--- src/rtl/mdu_hilo_unit_if.sv ---
// Bus between the EX stage and the multiply/divide unit.
// The EX stage drives operands and commands; the unit returns status and the HI/LO registers.
interface mdu_hilo_unit_if #(
  parameter int WIDTH = 32
);
  logic             start;
  logic [1:0]       op;
  logic [WIDTH-1:0] a;
  logic [WIDTH-1:0] b;
  logic             mt_hi;
  logic             mt_lo;
  logic             busy;
  logic             done;
  logic             div_by_zero;
  logic [WIDTH-1:0] hi;
  logic [WIDTH-1:0] lo;

  modport master (
    output start, op, a, b, mt_hi, mt_lo,
    input  busy, done, div_by_zero, hi, lo
  );

  modport slave (
    input  start, op, a, b, mt_hi, mt_lo,
    output busy, done, div_by_zero, hi, lo
  );
endinterface

--- src/rtl/mdu_hilo_unit.sv ---
// Iterative MULT/MULTU/DIV/DIVU unit with architectural HI/LO registers.
// Works on operand magnitudes for WIDTH clocks, then sign-corrects and commits HI/LO.
module mdu_hilo_unit #(
  parameter int WIDTH = 32,
  parameter int CNT_W = 6
) (
  input logic            clk,
  input logic            rst_n,
  mdu_hilo_unit_if.slave bus
);

  typedef enum logic [1:0] {IDLE, RUN, FIN} state_t;

  state_t             state_q, state_d;
  logic [CNT_W-1:0]   cnt_q;
  logic [2*WIDTH-1:0] acc_q;
  logic [WIDTH-1:0]   opnd_q;
  logic               is_div_q, neg_q_q, neg_r_q, dz_q;
  logic [WIDTH-1:0]   hi_q, lo_q;

  logic               accept, mt_ok, last;
  logic               a_neg, b_neg, op_is_div;
  logic [WIDTH-1:0]   abs_a, abs_b;
  logic [WIDTH:0]     mul_sum, div_shift;
  logic               div_fits;
  logic [WIDTH-1:0]   div_diff;
  logic [2*WIDTH-1:0] step_next, prod_s;
  logic [WIDTH-1:0]   res_hi, res_lo;

  assign accept = bus.start && (state_q == IDLE || state_q == FIN);
  assign mt_ok  = (state_q == IDLE) && !bus.start;
  assign last   = (cnt_q == CNT_W'(WIDTH - 1));

  assign bus.busy        = (state_q == RUN);
  assign bus.done        = (state_q == FIN);
  assign bus.div_by_zero = (state_q == FIN) && dz_q;
  assign bus.hi          = hi_q;
  assign bus.lo          = lo_q;

  always_ff @(posedge clk or negedge rst_n) begin
    if (!rst_n) state_q <= IDLE;
    else        state_q <= state_d;
  end

  // FIN accepts a new Start directly so back-to-back ops cost WIDTH+1 cycles.
  always_comb begin
    state_d = state_q;
    case (state_q)
      IDLE:    if (bus.start) state_d = RUN;
      RUN:     if (last) state_d = FIN;
      FIN:     state_d = bus.start ? RUN : IDLE;
      default: state_d = IDLE;
    endcase
  end

  // acc holds {0, multiplier} for multiply and {remainder, quotient} for divide.
  always_comb begin
    op_is_div = bus.op[1];
    a_neg     = !bus.op[0] && bus.a[WIDTH-1];
    b_neg     = !bus.op[0] && bus.b[WIDTH-1];
    abs_a     = a_neg ? -bus.a : bus.a;
    abs_b     = b_neg ? -bus.b : bus.b;

    mul_sum   = {1'b0, acc_q[2*WIDTH-1:WIDTH]} + (acc_q[0] ? {1'b0, opnd_q} : '0);
    div_shift = acc_q[2*WIDTH-1:WIDTH-1];
    div_fits  = (div_shift >= {1'b0, opnd_q});
    div_diff  = div_shift[WIDTH-1:0] - opnd_q;

    if (!is_div_q)     step_next = {mul_sum, acc_q[WIDTH-1:1]};
    else if (div_fits) step_next = {div_diff, acc_q[WIDTH-2:0], 1'b1};
    else               step_next = {acc_q[2*WIDTH-2:0], 1'b0};

    prod_s = neg_q_q ? -step_next : step_next;
    if (is_div_q) begin
      res_lo = dz_q ? '1 : (neg_q_q ? -step_next[WIDTH-1:0] : step_next[WIDTH-1:0]);
      res_hi = neg_r_q ? -step_next[2*WIDTH-1:WIDTH] : step_next[2*WIDTH-1:WIDTH];
    end else begin
      res_lo = prod_s[WIDTH-1:0];
      res_hi = prod_s[2*WIDTH-1:WIDTH];
    end
  end

  always_ff @(posedge clk or negedge rst_n) begin
    if (!rst_n) begin
      cnt_q    <= '0;
      acc_q    <= '0;
      opnd_q   <= '0;
      is_div_q <= 1'b0;
      neg_q_q  <= 1'b0;
      neg_r_q  <= 1'b0;
      dz_q     <= 1'b0;
    end else if (accept) begin
      cnt_q    <= '0;
      acc_q    <= op_is_div ? {{WIDTH{1'b0}}, abs_a} : {{WIDTH{1'b0}}, abs_b};
      opnd_q   <= op_is_div ? abs_b : abs_a;
      is_div_q <= op_is_div;
      neg_q_q  <= a_neg ^ b_neg;
      neg_r_q  <= a_neg;
      dz_q     <= op_is_div && (bus.b == '0);
    end else if (state_q == RUN) begin
      cnt_q <= cnt_q + CNT_W'(1);
      acc_q <= step_next;
    end
  end

  // HI/LO change only on the final iteration edge, so an aborted op leaves no partial result.
  always_ff @(posedge clk or negedge rst_n) begin
    if (!rst_n) begin
      hi_q <= '0;
      lo_q <= '0;
    end else if (state_q == RUN && last) begin
      hi_q <= res_hi;
      lo_q <= res_lo;
    end else if (mt_ok) begin
      if (bus.mt_hi) hi_q <= bus.a;
      if (bus.mt_lo) lo_q <= bus.a;
    end
  end

endmodule

--- src/flat_wrapper.sv ---
// flat-port wrapper written by rule: the top's interface ports become plain ports
module mdu_hilo_unit_flat 
#(
  parameter int WIDTH = 32,
  parameter int CNT_W = 6
)
  (clk, rst_n, bus_start, bus_op, bus_a, bus_b, bus_mt_hi, bus_mt_lo, bus_busy, bus_done, bus_div_by_zero, bus_hi, bus_lo);
  mdu_hilo_unit_if #(.WIDTH(WIDTH)) bus_i ();
  input logic clk;
  input logic rst_n;
  input wire logic [$bits(bus_i.start)-1:0] bus_start;
  input wire logic [$bits(bus_i.op)-1:0] bus_op;
  input wire logic [$bits(bus_i.a)-1:0] bus_a;
  input wire logic [$bits(bus_i.b)-1:0] bus_b;
  input wire logic [$bits(bus_i.mt_hi)-1:0] bus_mt_hi;
  input wire logic [$bits(bus_i.mt_lo)-1:0] bus_mt_lo;
  output wire logic [$bits(bus_i.busy)-1:0] bus_busy;
  output wire logic [$bits(bus_i.done)-1:0] bus_done;
  output wire logic [$bits(bus_i.div_by_zero)-1:0] bus_div_by_zero;
  output wire logic [$bits(bus_i.hi)-1:0] bus_hi;
  output wire logic [$bits(bus_i.lo)-1:0] bus_lo;
  assign bus_i.start = bus_start;
  assign bus_i.op = bus_op;
  assign bus_i.a = bus_a;
  assign bus_i.b = bus_b;
  assign bus_i.mt_hi = bus_mt_hi;
  assign bus_i.mt_lo = bus_mt_lo;
  assign bus_busy = bus_i.busy;
  assign bus_done = bus_i.done;
  assign bus_div_by_zero = bus_i.div_by_zero;
  assign bus_hi = bus_i.hi;
  assign bus_lo = bus_i.lo;
  mdu_hilo_unit #(.WIDTH(WIDTH), .CNT_W(CNT_W)) u_core (.clk(clk), .rst_n(rst_n), .bus(bus_i));
endmodule
--- config.mk ---
export PLATFORM = sky130hd
export DESIGN_NAME = mdu_hilo_unit_flat
export DESIGN_NICKNAME = d
export VERILOG_FILES = /design/src/rtl/mdu_hilo_unit_if.sv /design/src/rtl/mdu_hilo_unit.sv /design/src/flat_wrapper.sv
export SDC_FILE = /design/constraint.sdc
export NUM_CORES = 1
export LEC_CHECK = 0
export CORE_UTILIZATION = 55
export DETAILED_ROUTE_END_ITERATION = 8
export PLACE_DENSITY = 0.73
export SLEW_MARGIN = 20
export SYNTH_ARGS = -nofsm -noshare
export SYNTH_HDL_FRONTEND = slang
export SYNTH_SLANG_ARGS = --single-unit
export TNS_END_PERCENT = 50
--- constraint.sdc ---
create_clock -name clk -period 9.6 [get_ports clk]
set_clock_uncertainty 0.15 [all_clocks]
set_input_delay 1.44 -clock clk [delete_from_list [all_inputs] [get_ports clk]]
set_output_delay 1.44 -clock clk [all_outputs]
set_load 0.02 [all_outputs]
### Yosys cells after proc, flatten, opt, wreduce, memory -nomap -nowiden

Index checks and enable logic that the tools add are counted.

| word-level totals | value |
|---|---|
| memory bits (writable) | 0 |
| output and inout bits | 67 |
| bits of input ports | 71 |
| bits in registers | 172 |
| memories | 0 |
| bits in read-only memories | 0 |
| bits in latches | 0 |

| cells by class | value |
|---|---|
| reduce and logical (&&, ||, !) cells | 19 |
| bitwise operators | 1 |
| eq/ne operators | 5 |
| $mul | 0 |
| add/sub/neg operators | 8 |
| magnitude comparators | 1 |
| mux-type cells | 27 |
| divide/modulo/power cells | 0 |
| shift operators | 0 |

Operators with widths:

| kind | count |
|---|---|
| 32-bit two-way mux | 16 |
| 64-bit two-way mux | 5 |
| 32-bit negation | 4 |
| 64-bit negation | 1 |
| 32-bit by 33-bit adder with 33-bit output | 1 |
| 33-bit by 32-bit greater-or-equal comparator with 1-bit output | 1 |
| 32-bit zero test | 1 |
| 32-bit subtractor | 1 |
| 6-bit two-way mux | 2 |
| 2-bit nonzero test | 4 |
| 1-bit logical AND | 7 |
| 6-bit by 1-bit adder with 6-bit output, second input constant | 1 |
| 6-bit by 5-bit equality test with 1-bit output, second input constant | 1 |
| 2-bit case mux with 3 select lines | 1 |
| 2-bit AND reduction | 3 |
| 2-bit two-way mux | 2 |
| 2-bit by 1-bit equality test with 1-bit output, second input constant | 1 |
| 2-bit equality test, second input constant | 1 |
| 1-bit zero test | 2 |
| 2-bit zero test | 1 |
| 2-bit by 1-bit inequality test with 1-bit output, second input constant | 1 |
| 2-bit inequality test, second input constant | 1 |
| 1-bit logical OR | 1 |
| 1-bit two-way mux | 1 |
| 1-bit bitwise XOR | 1 |

### Logic depth before layout (Yosys ltp)

Gate-level depths: netlist of the first run.

| logic depth | value |
|---|---|
| depth after elaboration | 8 |
| gate-level depth with buffers | 23 |

### Worst setup path before layout of the first run

Ideal clock, no wire load.

| timing | value |
|---|---|
| kind | register -> register |
| start | register u_core.acc_q[51] |
| end | register u_core.hi_q[30] (netlist: u_core.bus.hi[30]) |
| data required time | 9.323 ns |
| path buffers | 3 |
| arrival | 4.448 ns |
| stages on the path, launching flop included | 23 |
| library setup time | 0.127 ns |
| setup slack | 4.874 ns |
| cells stage by stage | dfrtp_1 -> ha_1 -> buf_4 -> a21oi_1 -> o21a_1 -> o2bb2ai_1 -> o31a_1 -> nor3_4 -> buf_6 -> buf_2 -> nand2_1 -> o21ai_0 -> ha_1 -> nand2_1 -> or2_2 -> or3_1 -> nor3_1 -> a21boi_1 -> and2_1 -> nor2_1 -> a41oi_1 -> xnor2_1 -> a21oi_1 |

| between the ends | value |
|---|---|
| word-level cells in the longest chain between the ends | 7 |
| elaborated cells on any way between the ends | 11 |
| those cells by class | 4 x add/sub; 1 x order compare; 6 x mux |

RTL lines:

| what | line | source |
|---|---|---|
| start: declaration | mdu_hilo_unit.sv:16 | `logic [2*WIDTH-1:0] acc_q;` |
| start signal: assignment | mdu_hilo_unit.sv:94 | `acc_q <= op_is_div ? {{WIDTH{1'b0}}, abs_a} : {{WIDTH{1'b0}}, abs_b};` |
| start signal: assignment | mdu_hilo_unit.sv:102 | `acc_q <= step_next;` |
| 32-bit subtractor / 33-bit by 32-bit greater-or-equal comparator with 1-bit output (equally long branches) | mdu_hilo_unit.sv:67, mdu_hilo_unit.sv:66 |  |
| 64-bit two-way mux | mdu_hilo_unit.sv:70 | `else if (div_fits) step_next = {div_diff, acc_q[WIDTH-2:0], 1'b1};` |
| 64-bit two-way mux * | mdu_hilo_unit.sv:69 | `if (!is_div_q) step_next = {mul_sum, acc_q[WIDTH-1:1]};` |
| 64-bit negation / 32-bit negation (equally long branches) | mdu_hilo_unit.sv:73, mdu_hilo_unit.sv:76 |  |
| 64-bit two-way mux / 32-bit two-way mux (equally long branches) | mdu_hilo_unit.sv:73, mdu_hilo_unit.sv:76 |  |
| 32-bit two-way mux * | mdu_hilo_unit.sv:74 | `if (is_div_q) begin` |
| 32-bit two-way mux * | mdu_hilo_unit.sv:111 | `end else if (state_q == RUN && last) begin` |
| end signal: assignment | mdu_hilo_unit.sv:112 | `hi_q <= res_hi;` |
| end signal: assignment | mdu_hilo_unit.sv:115 | `if (bus.mt_hi) hi_q <= bus.a;` |
| end: declaration | mdu_hilo_unit.sv:19 | `logic [WIDTH-1:0] hi_q, lo_q;` |

Mark *: on every way between the ends. The rest lies on a longest branch, timed or not.
A chain may end at the register's enable or synchronous reset.

### Final worst setup path of the first run

| timing | value |
|---|---|
| start | register u_core.acc_q[0] |
| end | register u_core.hi_q[31] (netlist: u_core.bus.hi[31]) |

| between the ends | value |
|---|---|
| word-level cells in the longest chain between the ends | 7 |
| elaborated cells on any way between the ends | 10 |
| those cells by class | 3 x add/sub; 7 x mux |

RTL lines:

| what | line | source |
|---|---|---|
| 32-bit two-way mux | mdu_hilo_unit.sv:64 | `mul_sum = {1'b0, acc_q[2*WIDTH-1:WIDTH]} + (acc_q[0] ? {1'b0, opnd_q} : '0);` |
| 32-bit by 33-bit adder with 33-bit output | mdu_hilo_unit.sv:64 |  |
| 64-bit two-way mux * | mdu_hilo_unit.sv:69 |  |
| 64-bit negation / 32-bit negation (equally long branches) | mdu_hilo_unit.sv:73, mdu_hilo_unit.sv:76 |  |
| 64-bit two-way mux / 32-bit two-way mux (equally long branches) | mdu_hilo_unit.sv:73, mdu_hilo_unit.sv:76 |  |
| 32-bit two-way mux * | mdu_hilo_unit.sv:74 |  |
| 32-bit two-way mux * | mdu_hilo_unit.sv:111 |  |

Marks and branches as above.

==> metrics, run 1 <==
outcome completed; Resized Gates After CTS 0; cell type with the highest aggregate area in the netlist dfrtp_1; crit-path most repeated cell o21ai_0; proportion of synthesized area in mux cells 3.73%; Avg Cell Area, Syn 7.59 µm²; final instance area 0.0185 mm²; XOR/XNOR Fraction of Synth Area 8.38%; Distinct cells, synth 102; classification of the worst-slack hold path reg -> reg; horizontal die dimension 175 µm; growth of design area from synthesis to finish 12.0%; clock sink total 172; highest-utilization routing layer at the global route stage met2; IO Pins 138; Synth top area share 26.1%; synthesized-area fraction occupied by ao, oa, aoi and oai cells 28.1%; met1 layer usage reported by global route 54.8%; transition time of the tightest slew-check pin 1.16 ns; Post-synth EDFFs 0; residual overflow from global routing 0; unrepaired setup endpoints after global routing false; count of pins over their slew limit 0; share of the clock period used by the worst path 57.7%; maximum level of the CTS H-tree 4; FP Rows 63; cell-by-cell listing of the critical path buf_4 > nand2_1 > inv_1 > ha_1 > a211oi_1 > o21ai_0 > a311oi_1 > o21ai_0 > a31oi_1 > xnor2_1 > o22ai_1 > o21ai_0 > nor4b_2 > a41oi_1 > a221o_1 > o211ai_1; number of maximum-capacitance constraint violations 0; DRC violation count after routing 0; clock transition time at the flip-flop clock pins of the worst setup and hold paths 0.07 ns; largest net degree at the start of global routing 115; stage delay of the slowest cell on the critical path 0.71 ns; placed wire-length estimate 51.4 mm; ratio of cells with drive above 1 in the final layout 5.21%; Max Freq 180 MHz; Area contributors post-synth dfrtp_1 (26%), nand2_1 (7.0%), o21ai_0 (6.4%); max_slew headroom 21.7%; vias in the first global route 16.4k; critical path class reg -> reg; global routing usage on met3 11.3%; fraction of the mapped netlist area in adder cells 5.47%; GR met2 Demand/Resource 67.5%; Seq/Total Area, Yosys 26.1%; Fin Setup TNS 0 ns; Root Driver clkbuf_16; placed inst area 0.0179 mm²; Chip Height 175 µm; GR Util All Layers 43.7%; sort of element at the end of the critical path register; CP startpoint kind register; die footprint 0.0307 mm²; crit-path max FO 34; clock tree from TritonCTS done; Period minus WS final 5.54 ns; number of detailed-routing iterations run before antenna repair 6; post-route worst hold slack 0.340 ns; Mapped Cells 2176; Net Count, Synth 2318; netlist area before placement 0.0165 mm²; Clk Latency, worst-skew pair 0.47 ns; initial antenna violation count 2; CP arrival 5.78 ns; Synth async-reset ratio 100%; number of buffers between clock root and the deepest sink 2; I/O Buffers 137; Antenna Violating Nets Remaining 0; main combinational cell family by area after synthesis compound AO/OA/AOI/OAI gates; routed via count divided by cell count 6.72; wire length of the first global-routing pass 100 mm; post-synthesis sequential element count 172; post-DR wirelength/cell 25.6 µm; final number of setup-violating endpoints 0; Hold Violations, Final 0; TritonCTS buffer count 17; number of vias in the routed layout 17.6k; simple-gate area share of the yosys netlist 22.9%; number of nets in the layout 2355; starting density of the core 55.9%; CTS hold repair buffers 0; placer congestion estimate 1.02; leading cell types in the layout, fill and taps excluded nand2_1 (310), o21ai_0 (210), a21oi_1 (188); Top FF cell, synth dfrtp_1; most common cell after layout, fill and taps aside nand2_1; Worst Path Required 9.84 ns; cell with the largest stage delay on the worst path a311oi_1; Final Util 62.6%; total routed wirelength 67.0 mm; Iteration-0 DRC Markers 2156; core area 0.0296 mm²; buffers inserted by post-CTS timing repair 0; warning count from the yosys run 0
[critical path: cells and delay by family (launching register included)]
family,cells,cell delay [ns]
adder cells (fa/ha/maj),1,0.24
AO/OA/AOI/OAI,10,3.51
AND/OR/NAND/NOR,2,0.61
flip-flops,1,0.32
XOR/XNOR,1,0.15
buffers and inverters,2,0.43
[cell type report]
| class | instances | area [µm²] |
|---|---|---|
| Tap cell | 390 | 488 |
| Sequential cell | 172 | 4310 |
| Multi-Input combinational cell | 1793 | 11400 |
| Inverter | 71 | 267 |
| Fill cell | 2672 | 11100 |
| Clock buffer | 21 | 440 |
| Clock inverter | 10 | 110 |
| Antenna cell | 1 | 2.50 |
| Timing Repair Buffer | 158 | 1530 |
[per-stage QoR]
step	setup slack, ns	cells
final	4.06	2616
after global routing	3.65	2615
after CTS	4.19	2615
after detailed placement	4.19	2584
after global placement	4.28	2584
after floorplan	4.87	2176
[per-layer routing]
layer / vias up / wire length, µm
met5: - / 11
met4: 2 / 4530
met3: 202 / 6830
met2: 1030 / 29800
met1: 8364 / 25900
li1: 7979 / -
[flip-flops by register name, indices dropped and copies added, names as in the netlist]
name,flops
u_core.acc_q,64
u_core.bus.hi,32
u_core.bus.lo,32
u_core.cnt_q,6
u_core.dz_q,1
u_core.is_div_q,1
u_core.neg_q_q,1
u_core.neg_r_q,1
u_core.opnd_q,32
u_core.state_q,2
[path summary, 6_finish.rpt]
kind	startpoint	end	slack [ns]	cells after the start
hold / removal	u_core.cnt_q[5]$_DFFE_PN0P_	u_core.cnt_q[5]$_DFFE_PN0P_	0.34	1
min in group asynchronous	rst_n	u_core.acc_q[51]$_DFFE_PN0P_	0.73	1
max in group asynchronous	rst_n	u_core.bus.lo[7]$_DFFE_PN0P_	6.48	3
setup / recovery	u_core.acc_q[0]$_DFFE_PN0P_	u_core.bus.hi[31]$_DFFE_PN0P_	4.06	16
hold reg to reg	u_core.cnt_q[5]$_DFFE_PN0P_	u_core.cnt_q[5]$_DFFE_PN0P_	0.34	1
setup reg to reg	u_core.acc_q[0]$_DFFE_PN0P_	u_core.bus.hi[31]$_DFFE_PN0P_	4.06	16
[cells by family (layout without fill, tap and decap cells)]
logic type / count (synthesis) / after routing
compound gates: 725 / 725
other cells: 0 / 1
xor+xnor: 158 / 158
flops: 172 / 172
mux: 60 / 60
simple gates: 779 / 779
buf+inv: 211 / 260
fa+ha+maj: 71 / 71
[cell usage after synthesis, types with 41 or more instances]
master,number
nand2_1,310
o21ai_0,211
a21oi_1,189
dfrtp_1,172
nor2_1,167
xnor2_1,94
clkbuf_1,91
inv_1,70
ha_1,69
xor2_1,64
nor3_1,54
mux2i_1,50
o211ai_1,47
and2_1,41
Power of run 1 is left out: the tool's default activity adds up to more than one toggle a clock period on the data nets, which glitch-free logic cannot reach.
==> run 2: changes to the inputs <==
- CORE_UTILIZATION: 55 -> 54
- PLACE_DENSITY: 0.73 -> 0.75
- clock period: 9.6 -> 4.65 ns (I/O delays scaled with it)
==> run 2 against run 1 <==
Against the previous run:
- utilization increased by 7.8 points
- fmax increased by 21%
- cell count increased by 11%
- non-clock buffer count increased by 281
- design area increased by 14%
- wire length increased by 11%
==> metrics, run 2 (synthesized netlist as in run 1, its figures left out) <==
outcome completed; placed wire-length estimate 57.6 mm (+12%); cell with the largest stage delay on the worst path a211o_1; post-DR wirelength/cell 25.6 µm (-0.10%); clock tree from TritonCTS done; TritonCTS buffer count 17 (unchanged); count of pins over their slew limit 0 (unchanged); unrepaired setup endpoints after global routing true; reg-to-reg setup timing slack 0.07 ns (-3.98 ns); placed cell count 2852 (+10%); Clk Latency, worst-skew pair 0.47 ns (about the same); number of nets in the layout 2636 (+12%); largest net degree at the start of global routing 101 (-12%); clock sink total 172 (unchanged); Worst Path Required 4.83 ns (-5.01 ns); placer congestion estimate 1.13 (+12%); FP Rows 63 (unchanged); startpoint of the worst hold path u_core.cnt_q[5]$_DFFE_PN0P_; post-route worst hold slack 0.346 ns (+0.00670 ns); crit-path max FO 4 (-88%); horizontal die dimension 177 µm (+0.91%); number of maximum-capacitance constraint violations 0 (unchanged); stage delay of the slowest cell on the critical path 0.45 ns (-0.26 ns); starting density of the core 55.3% (-0.59 points); FF-to-FF Start u_core.acc_q[31]$_DFFE_PN0P_; most common cell after layout, fill and taps aside nand2_1; count of cells along the worst register-to-register path 19 (+3); Largest register FFs 64 (unchanged); leading cell types in the layout, fill and taps excluded nand2_1 (310), buf_4 (299), o21ai_0 (205); wire length of the first global-routing pass 110 mm (+10%); initial antenna violation count 5 (+3); CP arrival 4.76 ns (-1.02 ns); highest-utilization routing layer at the global route stage met2; core area 0.0299 mm² (+1.1%); cell-by-cell listing of the critical path inv_1 > ha_1 > inv_1 > fa_2 > a211oi_2 > buf_4 > o211ai_1 > a211o_1 > buf_4 > a31oi_2 > xor2_1 > nand2_1 > o32ai_1 > a22oi_2 > nor4_2 > buf_4 > a31oi_1 > xnor2_1 > a21oi_1; share of the clock period used by the worst path 98.4% (+41 points); total of fill cells in the finished design 2451 (-8.3%); CP startpoint kind register; Root Driver clkbuf_16; growth of design area from synthesis to finish 27.3%; final number of setup-violating endpoints 0 (unchanged); crit-path most repeated cell buf_4; number of instances on the worst hold path 1 (unchanged); number of detailed-routing iterations run before antenna repair 6 (unchanged); Period minus WS final 4.58 ns (-0.965 ns); destination of the worst hold path u_core.cnt_q[5]$_DFFE_PN0P_; sort of element at the end of the critical path register; GR Util All Layers 47.5% (+3.7 points); transition time of the tightest slew-check pin 1.12 ns (-0.0479 ns); Hold Violations, Final 0 (unchanged); ratio of cells with drive above 1 in the final layout 17.7% (+12 points); antenna diode instance count 0 (-1); global routing usage on met3 14.9% (+3.5 points); clock transition time at the flip-flop clock pins of the worst setup and hold paths 0.08 ns (about the same); total routed wirelength 74.2 mm (+11%); DRC violation count after routing 0 (unchanged); Iteration-0 DRC Markers 2839 (+32%); gate family responsible for the most delay along the worst path compound AO/OA/AOI/OAI gates; residual overflow from global routing 0 (unchanged); met1 layer usage reported by global route 57.5% (+2.8 points); Chip Height 177 µm (+0.91%); capturing point of the worst reg2reg path u_core.bus.hi[25]$_DFFE_PN0P_; number of buffers between clock root and the deepest sink 2 (unchanged); I/O Buffers 137 (unchanged); routed via count divided by cell count 6.71 (-0.20%); Max Freq 219 MHz (+21%); final std cells w/o fill 2897 (+11%); classification of the worst-slack hold path reg -> reg; Reg with most FFs u_core.acc_q; max_slew headroom 25.1% (+3.4 points); maximum level of the CTS H-tree 4 (unchanged); critical path class reg -> reg; Worst Path Buf+Inv 5 (+3); number of vias in the routed layout 19.4k (+11%); IO Pins 138 (unchanged); GR met2 Demand/Resource 72.1% (+4.5 points); Antenna Violating Nets Remaining 0 (unchanged); vias in the first global route 18.4k (+12%); die footprint 0.0313 mm² (+1.8%)
## run 2: changes by cell type in the layout (fill, tap and decap cells not counted), sizes merged
cell | previous run | this run
buf | 23 | 303
diode | 1 | 0
dlygate4sd3 | 0 | 1
bufinv | 1 | 5
clkbuf | 21 | 19
inv | 74 | 75
clkinvlp | 3 | 0
clkinv | 3 | 4
## run 2: final cells by class
class,instances,area (µm²),share of cell area (%)
Inverter,71,267,1.27
Multi-Input combinational cell,1793,11600,55.2
Sequential cell,172,4310,20.5
Clock inverter,13,226,1.08
Clock buffer,19,443,2.11
Tap cell,390,488,2.32
Timing Repair Buffer,439,3680,17.5
## run 2: through the flow
step | TNS [ns] | utilization (%) | setup slack [ns] | instance area, µm²
global placement | -0.0445 | 67.0 | -0.0445 | 20000
detailed placement | -0.325 | 67.0 | -0.0927 | 20000
global route | -0.243 | 70.4 | -0.0643 | 21000
CTS | 0 | 69.4 | 0.00679 | 20700
finish | 0 | 70.4 | 0.0740 | 21000
floorplan | 0 | - | 0.00186 | 16500
## run 2: repair_timing
item / 4_1_cts / 5_1_grt
cloned: 0 / 0
pin swaps: 2 / 20
endpoints found under the hold margin: 0 / 23
hold buffers: 0 / 1
buffers inserted: 2 / 9
endpoints found under the setup margin: 12 / 31
gates resized for setup: 9 / 41
## run 2: how the worst max path moves through the flow
| stage | slack [ns] | endpoint | start | depth (start not counted) |
|---|---|---|---|---|
| 6_report | 0.07 | u_core.bus.hi[25]$_DFFE_PN0P_ | u_core.acc_q[31]$_DFFE_PN0P_ | 19 |
| 5_1_grt | -0.06 | u_core.bus.hi[25]$_DFFE_PN0P_ | u_core.acc_q[31]$_DFFE_PN0P_ | 19 |
| 4_1_cts | 0.007 | u_core.bus.hi[31]$_DFFE_PN0P_ | u_core.acc_q[0]$_DFFE_PN0P_ | 15 |
| 3_5_place_dp | -0.09 | u_core.bus.hi[30]$_DFFE_PN0P_ | u_core.opnd_q[10]$_DFFE_PN0P_ | 21 |
| 3_3_place_gp | -0.04 | u_core.bus.hi[31]$_DFFE_PN0P_ | u_core.acc_q[31]$_DFFE_PN0P_ | 18 |
| 2_1_floorplan | 0.002 | u_core.bus.hi[30]$_DFFE_PN0P_ | u_core.acc_q[51]$_DFFE_PN0P_ | 22 |
## run 2: layer usage
| metal | vias up | wire, µm |
|---|---|---|
| met5 | - | 68 |
| met4 | 10 | 5790 |
| met3 | 362 | 8550 |
| met2 | 1326 | 32100 |
| met1 | 9191 | 27700 |
| li1 | 8537 | - |
Power of run 2 is left out for the same reason.
==> patch, RTL diff (config.mk and constraints of run 2) <==
The 3 states of `state_t` get a one-hot encoding in 3 bits.
--- a/src/rtl/mdu_hilo_unit.sv
+++ b/src/rtl/mdu_hilo_unit.sv
@@ -10,5 +10,5 @@
 );
 
-  typedef enum logic [1:0] {IDLE, RUN, FIN} state_t;
+  typedef enum logic [2:0] {IDLE = 3'b001, RUN = 3'b010, FIN = 3'b100} state_t;
 
   state_t             state_q, state_d;
Check against the original RTL: same outputs for any inputs over 4 cycles, from zero or initial values and one cycle with rst_n low; so few cycles prove little.
==> patch against run 2 <==
- critical path depth unchanged
- routed wire length is 6.0% lower
- sequential cell count rose by 1
- die area fell by 0.19%
- area after synthesis shrank 0.19%
- worst hold slack lost 0.13 ns
- cell area shrank 1.9%
- worst setup slack lost 0.012 ns
- maximum frequency fell by 0.27%
- largest cell class unchanged
==> patch: results (changes against run 2) <==
metric,value,unit,change
xor/xnor share of the synthesized area,8.664,%,was 8.382%
HP Class,input port to asynchronous set/reset pin,,was flop to flop
WL per Instance,24.62,um,was 25.60 um
Synth Area in Compound Gates,28.56,%,was 28.14%
synth cell count leaders,"nand2_1, o21ai_0, a21oi_1, dfrtp_1, nor2_1",,unchanged
"Non-clock buffers, area share",15.72,%,was 17.53%
overall power,19.35,mW,
DRT met1 WL,27.40,mm,was 27.65 mm
multi-input combinational cell count,1791,,was 1793
Synth area leaders,"dfrtp_1, nand2_1, o21ai_0",,unchanged
pre-CTS setup slack,-0.1267,ns,was -0.09272 ns
first-pass GRT wire length,103.4,mm,was 110.3 mm
DR vias/cell,6.641,,was 6.706
"Cell Area, Placed",19590,um2,was 20000 um2
Final GP Congestion,1.061,,was 1.133
"Seq/Total Area, Yosys",26.28,%,was 26.07%
outcome,"finished, final reports clean",,unchanged
"Max FO, Critical Path",9,,was 4
ClkCell Share,2.735,%,was 3.184%
Layout fillers,2549,,was 2451
CLK BUF,20,,was 19
GRT met3 Usage,10.95,%,was 14.86%
Slew headroom,27.15,%,was 25.14%
Min Hold Slack,0.2180,ns,was 0.3464 ns
worst path arrival time,4.78,ns,was 4.76 ns
GR Util met2,67.34,%,was 72.06%
clock sinks,173,,was 172
R2R Path Start,u_core.acc_q[0]$_DFFE_PN0P_,,was u_core.acc_q[31]$_DFFE_PN0P_
Starting DRT DRC Count,2479,,was 2839
metal3 WL,7.458,mm,was 8.551 mm
fraction of area in registers,21.04,%,was 20.49%
Syn Nets,2301,,was 2318
CP Capture Point,u_core.bus.hi[21]$_DFFE_PN0P_,,was u_core.bus.hi[25]$_DFFE_PN0P_
==> patch: changes by cell type in the layout (fill, tap and decap cells not counted), moves of 10 or more <==
cell             run 2  this run
a211oi_1            28        15
a21o_1              15        25
a21oi_1            180       168
buf_4              299       235
nand2_1            310       322
nand3_1             26        38
nor2b_1             32        15
nor3_1              53        40
o21ai_0            205       187
or3_1               10        20
==> patch: worst max-delay path, cell delays in order (launching register included) <==
cell and delay, ns:
dfrtp_1 0.38, buf_4 0.18, buf_4 0.16, and2_1 0.16, ha_4 0.29, buf_4 0.11, nand4_1 0.17, buf_4 0.20
o22ai_2 0.13, nor2_1 0.11, o31ai_2 0.32, xnor2_1 0.17, o32ai_1 0.12, a31o_2 0.26, nand3b_4 0.21, or4b_4 0.54
or2_4 0.26, o31a_1 0.27, xnor2_2 0.18, o21ai_1 0.08
==> patch: repair_timing <==
item,in CTS,in global routing
gates resized for setup,8,75
setup endpoints to repair,13,22
pin swaps,0,23
setup buffers,0,13
